## src/rtl/ov7670_frame_pingpong_ctrl_if.sv

```systemverilog
// Capture-side, frame-buffer and consumer signals of the ping-pong controller.
// master = controller, slave = capture block / BRAM / consumer side.
interface ov7670_frame_pingpong_ctrl_if #(
  parameter int ADDR_W = 17,
  parameter int CNT_W  = 16
);
  logic              enable;
  logic              vsync;
  logic              cap_we;
  logic [ADDR_W-1:0] cap_addr;
  logic [7:0]        cap_data;
  logic              cons_done;
  logic              mem_we;
  logic [ADDR_W:0]   mem_addr;
  logic [7:0]        mem_din;
  logic              frame_ready;
  logic              rd_bank;
  logic [CNT_W-1:0]  frame_count;
  logic [CNT_W-1:0]  drop_count;
  logic              short_frame;

  modport master (
    input  enable, vsync, cap_we, cap_addr, cap_data, cons_done,
    output mem_we, mem_addr, mem_din,
    output frame_ready, rd_bank,
    output frame_count, drop_count, short_frame
  );

  modport slave (
    output enable, vsync, cap_we, cap_addr, cap_data, cons_done,
    input  mem_we, mem_addr, mem_din,
    input  frame_ready, rd_bank,
    input  frame_count, drop_count, short_frame
  );
endinterface

```

## src/rtl/ov7670_frame_pingpong_ctrl.sv

```systemverilog
// Steers OV7670 grayscale pixels into a two-bank frame buffer and hands
// completed frames to the corner detector without ever tearing a read.
module ov7670_frame_pingpong_ctrl #(
  parameter int FRAME_PIXELS = 76800,
  parameter int ADDR_W       = 17,
  parameter int CNT_W        = 16
) (
  input logic pclk,
  input logic rst,
  ov7670_frame_pingpong_ctrl_if.master io
);

  typedef enum logic [1:0] {
    IDLE,
    ARM,
    CAPTURE
  } state_e;

  localparam logic [ADDR_W-1:0] FRAME_MAX = ADDR_W'(FRAME_PIXELS);
  localparam logic [CNT_W-1:0]  CNT_MAX   = '1;

  state_e            state_q, state_d;
  logic              vsync_d_q;
  logic              wr_bank_q, wr_bank_d;
  logic              rd_bank_q, rd_bank_d;
  logic              frame_ready_q, frame_ready_d;
  logic [ADDR_W-1:0] pix_cnt_q, pix_cnt_d;
  logic [CNT_W-1:0]  frame_count_q, frame_count_d;
  logic [CNT_W-1:0]  drop_count_q, drop_count_d;
  logic              short_frame_q, short_frame_d;
  logic              mem_we_q, mem_we_d;
  logic [ADDR_W:0]   mem_addr_q, mem_addr_d;
  logic [7:0]        mem_din_q, mem_din_d;

  logic sof;
  logic eof;
  logic accept;
  logic complete;
  logic free;
  logic handoff;
  logic publish;
  logic drop;

  always_comb begin
    sof      = vsync_d_q & ~io.vsync;
    eof      = ~vsync_d_q & io.vsync;
    accept   = io.enable & io.cap_we
             & (state_q == CAPTURE)
             & (io.cap_addr < FRAME_MAX);
    complete = (pix_cnt_q == FRAME_MAX);
    free     = ~frame_ready_q | io.cons_done;
    handoff  = io.enable & (state_q == CAPTURE) & eof;
    publish  = handoff & complete & free;
    drop     = handoff & ~(complete & free);
  end

  always_comb begin
    state_d       = state_q;
    wr_bank_d     = wr_bank_q;
    rd_bank_d     = rd_bank_q;
    frame_ready_d = frame_ready_q;
    pix_cnt_d     = pix_cnt_q;
    frame_count_d = frame_count_q;
    drop_count_d  = drop_count_q;
    short_frame_d = handoff & ~complete;
    mem_we_d      = accept;
    mem_addr_d    = {wr_bank_q, io.cap_addr};
    mem_din_d     = io.cap_data;

    if (accept && (pix_cnt_q != FRAME_MAX)) begin
      pix_cnt_d = pix_cnt_q + 1'b1;
    end

    unique case (state_q)
      IDLE: begin
        if (io.enable) begin
          state_d = ARM;
        end
      end
      ARM: begin
        if (!io.enable) begin
          state_d = IDLE;
        end else if (sof) begin
          state_d   = CAPTURE;
          pix_cnt_d = '0;
        end
      end
      CAPTURE: begin
        if (!io.enable) begin
          state_d = IDLE;
        end else if (eof) begin
          state_d = ARM;
        end
      end
      default: state_d = IDLE;
    endcase

    // Publishing a new bank wins over a same-cycle release of the old one.
    if (publish) begin
      rd_bank_d     = wr_bank_q;
      wr_bank_d     = ~wr_bank_q;
      frame_ready_d = 1'b1;
      frame_count_d = frame_count_q + 1'b1;
    end else if (io.cons_done && frame_ready_q) begin
      frame_ready_d = 1'b0;
    end

    if (drop && (drop_count_q != CNT_MAX)) begin
      drop_count_d = drop_count_q + 1'b1;
    end
  end

  always_ff @(posedge pclk) begin
    if (rst) begin
      state_q       <= IDLE;
      vsync_d_q     <= 1'b0;
      wr_bank_q     <= 1'b0;
      rd_bank_q     <= 1'b0;
      frame_ready_q <= 1'b0;
      pix_cnt_q     <= '0;
      frame_count_q <= '0;
      drop_count_q  <= '0;
      short_frame_q <= 1'b0;
      mem_we_q      <= 1'b0;
      mem_addr_q    <= '0;
      mem_din_q     <= '0;
    end else begin
      state_q       <= state_d;
      vsync_d_q     <= io.vsync;
      wr_bank_q     <= wr_bank_d;
      rd_bank_q     <= rd_bank_d;
      frame_ready_q <= frame_ready_d;
      pix_cnt_q     <= pix_cnt_d;
      frame_count_q <= frame_count_d;
      drop_count_q  <= drop_count_d;
      short_frame_q <= short_frame_d;
      mem_we_q      <= mem_we_d;
      mem_addr_q    <= mem_addr_d;
      mem_din_q     <= mem_din_d;
    end
  end

  assign io.mem_we      = mem_we_q;
  assign io.mem_addr    = mem_addr_q;
  assign io.mem_din     = mem_din_q;
  assign io.frame_ready = frame_ready_q;
  assign io.rd_bank     = rd_bank_q;
  assign io.frame_count = frame_count_q;
  assign io.drop_count  = drop_count_q;
  assign io.short_frame = short_frame_q;

endmodule
```

## src/flat_wrapper.sv

```systemverilog
// flat-port wrapper written by rule: the top's interface ports become plain ports
module ov7670_frame_pingpong_ctrl_flat 
#(
  parameter int FRAME_PIXELS = 76800,
  parameter int ADDR_W       = 17,
  parameter int CNT_W        = 16
)
  (pclk, rst, io_enable, io_vsync, io_cap_we, io_cap_addr, io_cap_data, io_cons_done, io_mem_we, io_mem_addr, io_mem_din, io_frame_ready, io_rd_bank, io_frame_count, io_drop_count, io_short_frame);
  ov7670_frame_pingpong_ctrl_if #(.ADDR_W(ADDR_W), .CNT_W(CNT_W)) io_i ();
  input logic pclk;
  input logic rst;
  input wire logic [$bits(io_i.enable)-1:0] io_enable;
  input wire logic [$bits(io_i.vsync)-1:0] io_vsync;
  input wire logic [$bits(io_i.cap_we)-1:0] io_cap_we;
  input wire logic [$bits(io_i.cap_addr)-1:0] io_cap_addr;
  input wire logic [$bits(io_i.cap_data)-1:0] io_cap_data;
  input wire logic [$bits(io_i.cons_done)-1:0] io_cons_done;
  output wire logic [$bits(io_i.mem_we)-1:0] io_mem_we;
  output wire logic [$bits(io_i.mem_addr)-1:0] io_mem_addr;
  output wire logic [$bits(io_i.mem_din)-1:0] io_mem_din;
  output wire logic [$bits(io_i.frame_ready)-1:0] io_frame_ready;
  output wire logic [$bits(io_i.rd_bank)-1:0] io_rd_bank;
  output wire logic [$bits(io_i.frame_count)-1:0] io_frame_count;
  output wire logic [$bits(io_i.drop_count)-1:0] io_drop_count;
  output wire logic [$bits(io_i.short_frame)-1:0] io_short_frame;
  assign io_i.enable = io_enable;
  assign io_i.vsync = io_vsync;
  assign io_i.cap_we = io_cap_we;
  assign io_i.cap_addr = io_cap_addr;
  assign io_i.cap_data = io_cap_data;
  assign io_i.cons_done = io_cons_done;
  assign io_mem_we = io_i.mem_we;
  assign io_mem_addr = io_i.mem_addr;
  assign io_mem_din = io_i.mem_din;
  assign io_frame_ready = io_i.frame_ready;
  assign io_rd_bank = io_i.rd_bank;
  assign io_frame_count = io_i.frame_count;
  assign io_drop_count = io_i.drop_count;
  assign io_short_frame = io_i.short_frame;
  ov7670_frame_pingpong_ctrl #(.FRAME_PIXELS(FRAME_PIXELS), .ADDR_W(ADDR_W), .CNT_W(CNT_W)) u_core (.pclk(pclk), .rst(rst), .io(io_i));
endmodule
```

## config.mk

```make
export PLATFORM = sky130hd
export DESIGN_NAME = ov7670_frame_pingpong_ctrl_flat
export DESIGN_NICKNAME = d
export VERILOG_FILES = /design/src/rtl/ov7670_frame_pingpong_ctrl_if.sv /design/src/rtl/ov7670_frame_pingpong_ctrl.sv /design/src/flat_wrapper.sv
export SDC_FILE = /design/constraint.sdc
export NUM_CORES = 1
export LEC_CHECK = 0
export ABC_AREA = 1
export BUFFER_PORTS_ARGS = -buffer_cell sky130_fd_sc_hd__buf_4
export CAP_MARGIN = 20
export CORE_MARGIN = 4
export CORE_UTILIZATION = 45
export CTS_BUF_LIST = sky130_fd_sc_hd__clkbuf_4 sky130_fd_sc_hd__clkbuf_8
export DETAILED_ROUTE_END_ITERATION = 6
export PLACE_DENSITY_LB_ADDON = 0.25
export SYNTH_ARGS = -nofsm -noshare
export SYNTH_HDL_FRONTEND = slang
export SYNTH_SLANG_ARGS = --single-unit
export TNS_END_PERCENT = 5
```

## constraint.sdc

```tcl
create_clock -name pclk -period 1.95 [get_ports pclk]
set_clock_uncertainty 0.1 [all_clocks]
set_input_delay 0.39 -clock pclk [delete_from_list [all_inputs] [get_ports pclk]]
set_output_delay 0.39 -clock pclk [all_outputs]
set_load 0.005 [all_outputs]
```

== After elaboration in Yosys (flattened, before gate mapping) ==
Index checks and enable logic that the tools add are counted.
Cells by class
  $add $sub $neg: 3
  $lt $le $gt $ge: 1
  equality and inequality tests: 8
  mux-type cells: 12
  bitwise gates (word level): 19
  reductions and logical operators: 6
Operators by type and width (count)
  17-bit two-way mux: 4
  16-bit by 1-bit adder with 16-bit output (second input constant): 2
  17-bit by 1-bit adder with 17-bit output (second input constant): 1
  17-bit equality test (second input constant): 1
  17-bit < comparator (second input constant): 1
  17-bit inequality test (second input constant): 1
  16-bit inequality test (second input constant): 1
  1-bit bitwise AND: 12
  2-bit two-way mux: 5
  3-bit by 2-bit inequality test with 1-bit output (second input constant): 2
  1-bit inverter: 6
  2-bit case mux with 3 select lines: 1
  1-bit logical AND: 3
  3-bit AND reduction: 1
  2-bit by 1-bit equality test with 1-bit output (second input constant): 1
  2-bit equality test (second input constant): 1
  2-bit logical NOT: 1
  1-bit two-way mux: 2
  2-bit inequality test (second input constant): 1
  2-bit nonzero test: 1
  1-bit bitwise OR: 1
Word-level totals
  register bits after elaboration: 83
  input bits: 31
  output and inout port bits: 62
  logic and storage cells: 61

== Longest topological paths before layout ==
Gate-level depths: netlist of the first run.
  word-level depth: 8
  gate-level depth with buffers: 13
  gate-level depth less buffers: 13

== Least setup slack after synthesis of the first run ==
Ideal clock, no wire load.
  kind: register to register
  start point: register u_core.pix_cnt_q[0]
  end point: register u_core.frame_count_q[6], in the netlist u_core.io.frame_count[6]
  setup time: 0.115 ns
  data arrival time: 1.417 ns
  setup slack: 0.318 ns
  stages on the path, launching flop included: 13
  path buffers: 1
  cells stage by stage: dfxtp_1 -> inv_1 -> ha_1 -> nand2_1 -> inv_1 -> nand2_1 -> nor2_2 -> nand3_4 -> nor2_4 -> buf_6 -> nand3_1 -> nand2_1 -> nor2_1
Between the ends
  word-level cells in the longest chain between the ends: 3
Ends and longest elaborated chain
  start: declaration: line ov7670_frame_pingpong_ctrl.sv:27  | logic [ADDR_W-1:0] pix_cnt_q, pix_cnt_d;
  start signal: assignment: line ov7670_frame_pingpong_ctrl.sv:133  | pix_cnt_q <= pix_cnt_d;
  17-bit equality test: line ov7670_frame_pingpong_ctrl.sv:50  | complete = (pix_cnt_q == FRAME_MAX);
  1-bit bitwise AND (2 in series): line ov7670_frame_pingpong_ctrl.sv:53  | publish = handoff & complete & free;
  end signal: assignment: line ov7670_frame_pingpong_ctrl.sv:134  | frame_count_q <= frame_count_d;
  end: declaration: line ov7670_frame_pingpong_ctrl.sv:28  | logic [CNT_W-1:0] frame_count_q, frame_count_d;
No other way between the ends.
A chain may end at the register's enable or synchronous reset.

== Worst setup path after layout of the first run ==
  start point: register u_core.pix_cnt_q[0]
  end point: register u_core.drop_count_q[14], in the netlist u_core.io.drop_count[14]
Between the ends
  word-level cells in the longest chain between the ends: 5
Ends and longest elaborated chain
  17-bit equality test: line ov7670_frame_pingpong_ctrl.sv:50
  1-bit bitwise AND: line ov7670_frame_pingpong_ctrl.sv:54  | drop = handoff & ~(complete & free);
  1-bit inverter: line ov7670_frame_pingpong_ctrl.sv:54
  1-bit bitwise AND: line ov7670_frame_pingpong_ctrl.sv:54
  1-bit logical AND: line ov7670_frame_pingpong_ctrl.sv:108  | if (drop && (drop_count_q != CNT_MAX)) begin
  end signal: assignment: line ov7670_frame_pingpong_ctrl.sv:135  | drop_count_q <= drop_count_d;
  end: declaration: line ov7670_frame_pingpong_ctrl.sv:29  | logic [CNT_W-1:0] drop_count_q, drop_count_d;
No other way between the ends.

==> results of run 1 <==
-- area by class of cell --
type / instances / area [sq um]
Clock inverter: 7 / 72.6
Sequential cell: 83 / 1660
Tap cell: 108 / 135
Clock buffer: 9 / 124
Multi-Input combinational cell: 418 / 1980
Fill cell: 847 / 3520
Timing Repair Buffer: 117 / 891
Inverter: 75 / 288
-- repair_timing --
| action | CTS | global route |
|---|---|---|
| hold buffers | 0 | 0 |
| setup buffers | 2 | 3 |
| pin swaps | 1 | 3 |
| setup endpoints to repair | 1 | 34 |
| cloned | 0 | 0 |
| resized for setup | 0 | 6 |
-- cell families (layout without fill, tap and decap cells) --
logic type / count (synthesis) / in the layout / synth area share
compound gates: 57 / 57 / 0.0722
xor+xnor: 23 / 23 / 0.0503
fa+ha+maj: 4 / 4 / 0.0125
buf+inv: 88 / 208 / 0.0912
flops: 83 / 83 / 0.415
simple gates: 334 / 334 / 0.359
-- cell usage after synthesis --
master	count	area (sq um)
and2_1	1	6.26
ha_1	4	50.1
xnor2_1	9	78.8
nand3_4	2	35.0
nand3b_1	1	7.51
inv_2	1	3.75
nand4_1	15	93.8
inv_1	73	274
xor2_1	14	123
buf_4	1	7.51
nor3_1	4	20.0
nand2_2	5	31.3
nor2_2	5	31.3
nand3_1	33	165
buf_1	1	3.75
buf_6	4	45.0
a21oi_2	1	8.76
dfxtp_1	83	1660
nor2_1	99	372
and3_1	1	6.26
clkbuf_1	7	26.3
nand2_1	162	608
clkinv_2	1	5.00
nor3b_1	1	7.51
o21ai_0	11	55.1
a21oi_1	45	225
nor2_4	3	33.8
nand3_2	2	20.0
-- cells in the final DEF, fill, tap and decap left out, types with 2 or more instances in the layout --
master	netlist	routed
nand3_4	2	2
dfxtp_1	83	81
xor2_1	14	14
nand2_1	162	162
nand4_1	15	15
inv_1	73	72
clkbuf_8	0	9
nor2_2	5	4
a21oi_1	45	45
nor2_1	99	99
nand3_2	2	2
o21ai_0	11	11
dfxtp_2	0	2
nand3_1	33	33
ha_1	4	4
nor2_4	3	4
clkinvlp_4	0	3
nand2_2	5	5
inv_8	0	3
xnor2_1	9	9
buf_4	1	116
nor3_1	4	4
-- how the worst max path moves through the flow --
stage | endpoint | slack [ps] | cells after the start
6_report | u_core.io.drop_count[14] | 170 | 12
5_1_grt | u_core.pix_cnt_q[13] | 6 | 8
4_1_cts | u_core.io.drop_count[13] | 60 | 12
3_5_place_dp | u_core.io.rd_bank | 20 | 11
3_3_place_gp | u_core.io.frame_count[12] | 120 | 12
2_1_floorplan | u_core.io.frame_count[6] | 320 | 12
-- flip-flops by register name (all words and copies together), names as in the netlist --
signal                 flops
u_core.io.drop_count      16
u_core.io.frame_count     16
u_core.io.frame_ready      1
u_core.io.mem_addr        18
u_core.io.mem_din          8
u_core.io.mem_we           1
u_core.io.rd_bank          1
u_core.io.short_frame      1
u_core.pix_cnt_q          17
u_core.state_q             2
u_core.vsync_d_q           1
u_core.wr_bank_q           1
-- where the power goes --
group	leakage, nW	switching (mW)	internal (mW)
combinational	1.53	0.0789	0.0930
sequential	0.677	0.00785	1.72
clock	0.0902	0.726	0.499
-- critical path, delay by kind of cell, from the launching register on --
family                   cells  cell delay [ps]
AO/OA/AOI/OAI                1              130
adder cells (fa/ha/maj)      1              160
buffers and inverters        4              460
flip-flops                   1              350
AND/OR/NAND/NOR              6              550
-- per-layer routing --
metal | track usage | wire length, microns | up-vias
met5 | 0 | 0 | -
met4 | 0.0636 | 116 | 0
met3 | 0.0382 | 550 | 11
met2 | 0.326 | 4720 | 95
met1 | 0.243 | 4440 | 1794
li1 | - | - | 2062
==> impl_metrics.toml, run 1 <==
[setup_path]
critPathKind = "reg2reg"
path_max_fanout = 15
rrSetupSlack_ps = 170
timing.critical_path.required_ps = 2150
path_common_cell = "nand2_1"
worstPathCellList = "inv_2 > ha_1 > nand2_1 > inv_1 > nand2_1 > nor2_4 > nand3_4 > buf_4 > nand3_4 > buf_4 > nand2_1 > a21oi_1"
critPathArrivalTime_ps = 1990
regToRegStartpoint = "u_core.pix_cnt_q[0]"
setup.worst_path.start = "u_core.pix_cnt_q[0]"
r2r_end = "u_core.io.drop_count[14]"
cpPeakStageDelay_ps = 350
critPathLaunchType = "register"
setup_crit_end_kind = "register"
cpMaxStageDelayCell = "dfxtp_2"
reg2reg_depth = 12

[cts]
ctsLongestPathBuffers = 2
ctsRootBufferMaster = "clkbuf_8"
cts_tree = "built"
clk_pin_slew_ps = 100
clock_tree.htree_level_count = 3
tritoncts.num_buffers = 9
clock_insertion_delay_worst_skew_ps = 360
clkSinkCount = 83

[timing]
slew_headroom = 0.804
rsz0062_at_grt = "no"
post-route-worst-setup-slack_ps = 167
layout_min_cycle_time_ps = 1780
setup_total_negative_slack_ps = 0
report.final.slew_viol_count = 0
fmax_mhz = 561
timing.hold.ws_ps = 121
final_worst_path_period_share = 0.914
finalHoldViolations = 0
max_slew.worst_pin.slew_ps = 294
report.final.setup_viol = 0

[cells_and_area]
fraction_of_layout_instances_using_a_drive_strength_above_1 = 0.220
fin_area_sq_um = 5160
final_nets = 739
n_diodes = 0
layout.core_utilization = 0.594
final_cells = 817
syn2layout_area_growth_pct = 28.8

[die]
top_level_pins = 93
die_width_microns = 102
core-area_sq_um = 8680
die_h_microns = 102
rows = 34
die-area_sq_um = 10500
initial_core_util = 0.462

[routing]
antenna_viol_nets_final = 0
drt_iter0_markers = 162
routedWlPerCell_microns = 12.0
drt_pass1_iterations = 4
drc_errors = 0
route.detailed.vias_per_inst = 4.85
vias = 3962
drt-total-wl_mm = 9.82

[synthesis]
seq_total_area_yosys = 0.415
syn-mean-instance-area_sq_um = 6.80
synth_area_sq_um = 4010
syn_inst = 589
synth-seq-cells = 83
synth-warning-count = 0
postSynthNetCount = 624
yosysUniqueCellTypes = 28

[grt]
grt_max_degree = 28
grt_pass1_vias = 3689
antenna_found_initial = 0
global_route.usage.total = 0.192
grt_pass1_wl_mm = 16.3
grt.overflow.total = 0

[placement]
setup_slack_after_placement_ps = 19.0
placed_area_sq_um = 4900
hpwlAfterDp_mm = 7.39
port_buffers = 92
count_of_placed_standard_cells_including_taps = 796
gp_congestion = 0.875

[worst_hold_path]
min_from = "io_cap_addr[1]"
hold_class = "in2reg"
hold-path-endpoint = "u_core.io.mem_addr[1]"
hold-path-cell-count = 3

[power_and_ir_drop]
powerDensity_nw_per_um2 = 607
ir_drop_v = 0.000373
static-leakage-power_nw = 2.30
total_power_mw = 3.13

[status]
result_of_the_run = "completed"

[run]
max-cap-violations = 0
Note: power is estimated with default switching activity, not from simulation.
==> run 2: changes to the inputs <==
--- a/config.mk
+++ b/config.mk
@@ -6,12 +6,12 @@
 export NUM_CORES = 1
 export LEC_CHECK = 0
 export ABC_AREA = 1
-export BUFFER_PORTS_ARGS = -buffer_cell sky130_fd_sc_hd__buf_4
 export CAP_MARGIN = 20
 export CORE_MARGIN = 4
 export CORE_UTILIZATION = 45
 export CTS_BUF_LIST = sky130_fd_sc_hd__clkbuf_4 sky130_fd_sc_hd__clkbuf_8
 export DETAILED_ROUTE_END_ITERATION = 6
+export DONT_BUFFER_PORTS = 1
 export PLACE_DENSITY_LB_ADDON = 0.25
 export SYNTH_ARGS = -nofsm -noshare
 export SYNTH_HDL_FRONTEND = slang
==> impl_metrics.toml, run 2 (synthesized netlist as in run 1, its figures left out) <==
[die]
top_level_pins = 93
core-area_sq_um = 8680
die-area_sq_um = 10500
die_width_microns = 102
die_h_microns = 102
rows = 34
initial_core_util = 0.462

[timing]
finalHoldViolations = 0
post-route-worst-setup-slack_ps = 146
final_worst_path_period_share = 0.925
slew_headroom = 0.774
rsz0062_at_grt = "yes"
report.final.setup_viol = 0
report.final.slew_viol_count = 0
max_slew.worst_pin.slew_ps = 338
layout_min_cycle_time_ps = 1800
fmax_mhz = 554
timing.hold.ws_ps = 14.0

[cts]
clock_tree.htree_level_count = 3
clk_pin_slew_ps = 100
clkSinkCount = 83
cts_tree = "built"
tritoncts.num_buffers = 9
ctsRootBufferMaster = "clkbuf_8"
clock_insertion_delay_worst_skew_ps = 370
ctsLongestPathBuffers = 2

[cells_and_area]
n_diodes = 0
fraction_of_layout_instances_using_a_drive_strength_above_1 = 0.0955
layout.cells.most_common = "nand2_1"
leading_cell_types_in_the_layout_fill_and_taps_excluded = "162 x nand2_1, 99 x nor2_1, 83 x dfxtp_1"
final_nets = 658
largest_reg_flops = 18
fin_area_sq_um = 4600
syn2layout_area_growth_pct = 14.9
layout.core_utilization = 0.530

[setup_path]
path_max_fanout = 16
critPathKind = "reg2reg"
critPathArrivalTime_ps = 2000
setup_crit_end_kind = "register"
critPathLaunchType = "register"
timing.critical_path.required_ps = 2150

[placement]
hpwlAfterDp_mm = 6.79
gp_congestion = 0.853
placed_area_sq_um = 4220
setup_slack_after_placement_ps = 135
port_buffers = 0

[routing]
route.detailed.vias_per_inst = 4.88
antenna_viol_nets_final = 0
drc_errors = 0
drt_pass1_iterations = 4
drt_iter0_markers = 154
vias = 3589
drt-total-wl_mm = 9.48
routedWlPerCell_microns = 12.9

[grt]
grt_pass1_vias = 3388
global_route.usage.total = 0.185
grt_max_degree = 51
antenna_found_initial = 0
grt_pass1_wl_mm = 15.5
grt.overflow.total = 0

[power_and_ir_drop]
powerDensity_nw_per_um2 = 668
static-leakage-power_nw = 1.88
ir_drop_v = 0.000351
total_power_mw = 3.07

[run]
max-cap-violations = 0

[worst_hold_path]
hold_class = "in2reg"

[status]
result_of_the_run = "completed"
run 2: routing by layer:
layer	up-vias	global-route usage	wire length, microns
met3	17	0.0655	553
li1	1904	-	-
met2	75	0.300	4450
met4	0	0.0555	132
met5	-	0	0
met1	1593	0.232	4340
run 2: final timing paths:
| path | cells after the start | end | from | slack, ps |
|---|---|---|---|---|
| setup / recovery | 11 | u_core.io.drop_count[10] | u_core.pix_cnt_q[0] | 150 |
| hold / removal | 2 | u_core.io.mem_addr[16] | io_cap_addr[16] | 10 |
| setup reg to reg | 11 | u_core.io.drop_count[10] | u_core.pix_cnt_q[0] | 150 |
| hold reg to reg | 2 | u_core.wr_bank_q | u_core.wr_bank_q | 370 |
run 2: layout make-up:
type                       instances  area, sq um
clock buffer                       9          124
clock inverter                     7         72.6
fill                             869         4080
inverter                          75          288
multi-input combinational        418         1990
sequential                        83         1660
tap                              108          135
timing repair buffer              36          332
run 2: what timing repair did:
action / 4_1_cts / 5_1_grt
hold buffers: 6 / 8
buffers inserted: 0 / 2
endpoints found under the setup margin: 0 / 20
endpoints found under the hold margin: 50 / 8
gates resized for setup: 0 / 5
run 2: stage by stage:
step,setup TNS (ps),instances
2_1_floorplan,0,589
3_3_place_gp,0,704
3_5_place_dp,0,704
4_1_cts,0,726
5_1_grt,-141,736
6_report,0,736
run 2: critical path, stage by stage (launching register included):
cell,delay [ps]
dfxtp_1,380
inv_1,80
ha_1,210
nand2_1,70
inv_1,50
nand2_1,100
nor2_4,60
nand3_4,100
nand3_4,220
inv_6,170
nand2_1,60
a21oi_1,120
run 2: report_power, final:
group	leakage (nW)	total [mW]	switching (mW)	internal, mW
Sequential	0.676	1.74	0.0154	1.72
Clock	0.0902	1.23	0.735	0.499
Combinational	1.11	0.101	0.0572	0.0436
Total	1.88	3.07	0.808	2.27
==> run 3: changes to the inputs <==
--- a/config.mk
+++ b/config.mk
@@ -12,6 +12,7 @@
 export CTS_BUF_LIST = sky130_fd_sc_hd__clkbuf_4 sky130_fd_sc_hd__clkbuf_8
 export DETAILED_ROUTE_END_ITERATION = 6
 export DONT_BUFFER_PORTS = 1
+export GPL_TIMING_DRIVEN = 0
 export PLACE_DENSITY_LB_ADDON = 0.25
 export SYNTH_ARGS = -nofsm -noshare
 export SYNTH_HDL_FRONTEND = slang
==> impl_metrics.toml, run 3 (synthesized netlist as in run 1, its figures left out) <==
[status]
result_of_the_run = "completed"

[setup_path]
cpMaxStageDelayCell = "dfxtp_4"
critPathTopFamily = "simple AND/OR/NAND/NOR gates"
rrSetupSlack_ps = 140
path_buf_inv = 2
critPathArrivalTime_ps = 1970
worstPathCellList = "ha_1 > nand2_1 > nor2_4 > nand2_1 > inv_1 > nand2_2 > nand3_4 > buf_6 > nand2_1 > a21oi_1"
path_common_cell = "nand2_1"
timing.critical_path.required_ps = 2110
critPathLaunchType = "register"
cpPeakStageDelay_ps = 400
path_max_fanout = 10
setup_crit_end_kind = "register"
critPathKind = "reg2reg"

[timing]
layout_min_cycle_time_ps = 1810
post-route-worst-setup-slack_ps = 144
setup_total_negative_slack_ps = 0
finalHoldViolations = 0
rsz0062_at_grt = "yes"
fmax_mhz = 554
report.final.slew_viol_count = 0
final_worst_path_period_share = 0.926
slew_headroom = 0.662
report.final.setup_viol = 0
max_slew.worst_pin.slew_ps = 507

[placement]
gp_congestion = 0.911
setup_slack_after_placement_ps = 46.2
port_buffers = 0
hpwlAfterDp_mm = 6.82

[power_and_ir_drop]
part_of_the_total_power_dissipated_in_the_clock_network = 0.403
internal_power_mw = 2.34
powerDensity_nw_per_um2 = 695
ir_drop_v = 0.000501
netSwitchingFraction = 0.232
pwr-share-comb = 0.026
switching_power_mw = 0.707
total_power_mw = 3.04
p_seq_frac = 0.571
static-leakage-power_nw = 1.77

[routing]
route.detailed.vias_per_inst = 5.02
routedWlPerCell_microns = 12.8
antenna_viol_nets_final = 0
vias = 3593
drt_pass1_iterations = 5
drt-total-wl_mm = 9.14
drt_iter0_markers = 131
drc_errors = 0

[grt]
grt_max_degree = 15
grt.overflow.total = 0
grt_pass1_vias = 3216
global_route.usage.total = 0.174
antenna_found_initial = 0
grt_pass1_wl_mm = 14.7

[cells_and_area]
final_nets = 638
layout.cells.most_common = "nand2_1"
syn2layout_area_growth_pct = 9.34
largest_reg_flops = 18
fraction_of_layout_instances_using_a_drive_strength_above_1 = 0.0822
n_diodes = 0
fillerInstances = 884
leading_cell_types_in_the_layout_fill_and_taps_excluded = "162 x nand2_1, 99 x nor2_1, 79 x dfxtp_1"
layout.core_utilization = 0.505

[cts]
cts_tree = "built"
clock_insertion_delay_worst_skew_ps = 350
clock_tree.htree_level_count = 3
clkSinkCount = 83
ctsLongestPathBuffers = 2
cts_hold_buffers = 0
tritoncts.num_buffers = 9
ctsRootBufferMaster = "clkbuf_8"
clk_pin_slew_ps = 90

[die]
die_width_microns = 102
die-area_sq_um = 10500
die_h_microns = 102
initial_core_util = 0.462
rows = 34
top_level_pins = 93
core-area_sq_um = 8680

[worst_hold_path]
hold_class = "in2reg"

[run]
max-cap-violations = 0
run 3: layout make-up:
type                    instances  area, sq um  area share
clock buffers                   9          124      0.0283
well taps                     108          135      0.0309
clock inverters                 7         67.6      0.0154
inverters                      75          283      0.0646
multi-input cells             418         2000       0.456
repair buffers                  3         22.5     0.00514
flip-flops and latches         83         1670       0.381
plain buffers                  13         82.6      0.0189
run 3: final timing paths:
path	start	end	depth (start not counted)
min reg2reg	u_core.wr_bank_q	u_core.wr_bank_q	2
max reg2reg	u_core.io.drop_count[0]	u_core.io.drop_count[6]	10
max	u_core.io.drop_count[0]	u_core.io.drop_count[6]	10
min	io_cap_data[6]	u_core.io.mem_din[6]	2
run 3: routing by layer:
metal | GRT usage | vias to the layer above | routed length, microns
met4 | 0.0515 | 0 | 100
li1 | - | 1858 | -
met1 | 0.206 | 1627 | 3940
met5 | 0 | - | 0
met3 | 0.0587 | 12 | 652
met2 | 0.301 | 96 | 4440
run 3: power groups by stage:
stage	logic, mW	clock network, mW	registers, mW
2_1_floorplan	0.0608	0	1.77
4_1_cts	0.0794	1.27	1.74
3_5_place_dp	0.0796	0	1.78
3_3_place_gp	0.0761	0	1.78
5_1_grt	0.0914	1.35	1.74
6_report	0.0777	1.23	1.74
run 3: timing repair:
item                                   CTS  global route
buffers inserted                         0             2
resized for setup                        0            10
endpoints found under the hold margin    0             0
setup endpoints to repair                0            40
run 3: per-stage QoR:
step / area, sq um / std cells / hold slack, ps
6_report: 4380 / 716 / 34.3
3_5_place_dp: 4140 / 697 / 368
2_1_floorplan: 4010 / 589 / 347
3_3_place_gp: 4140 / 697 / 358
4_1_cts: 4330 / 713 / 18.5
5_1_grt: 4380 / 716 / 17.1
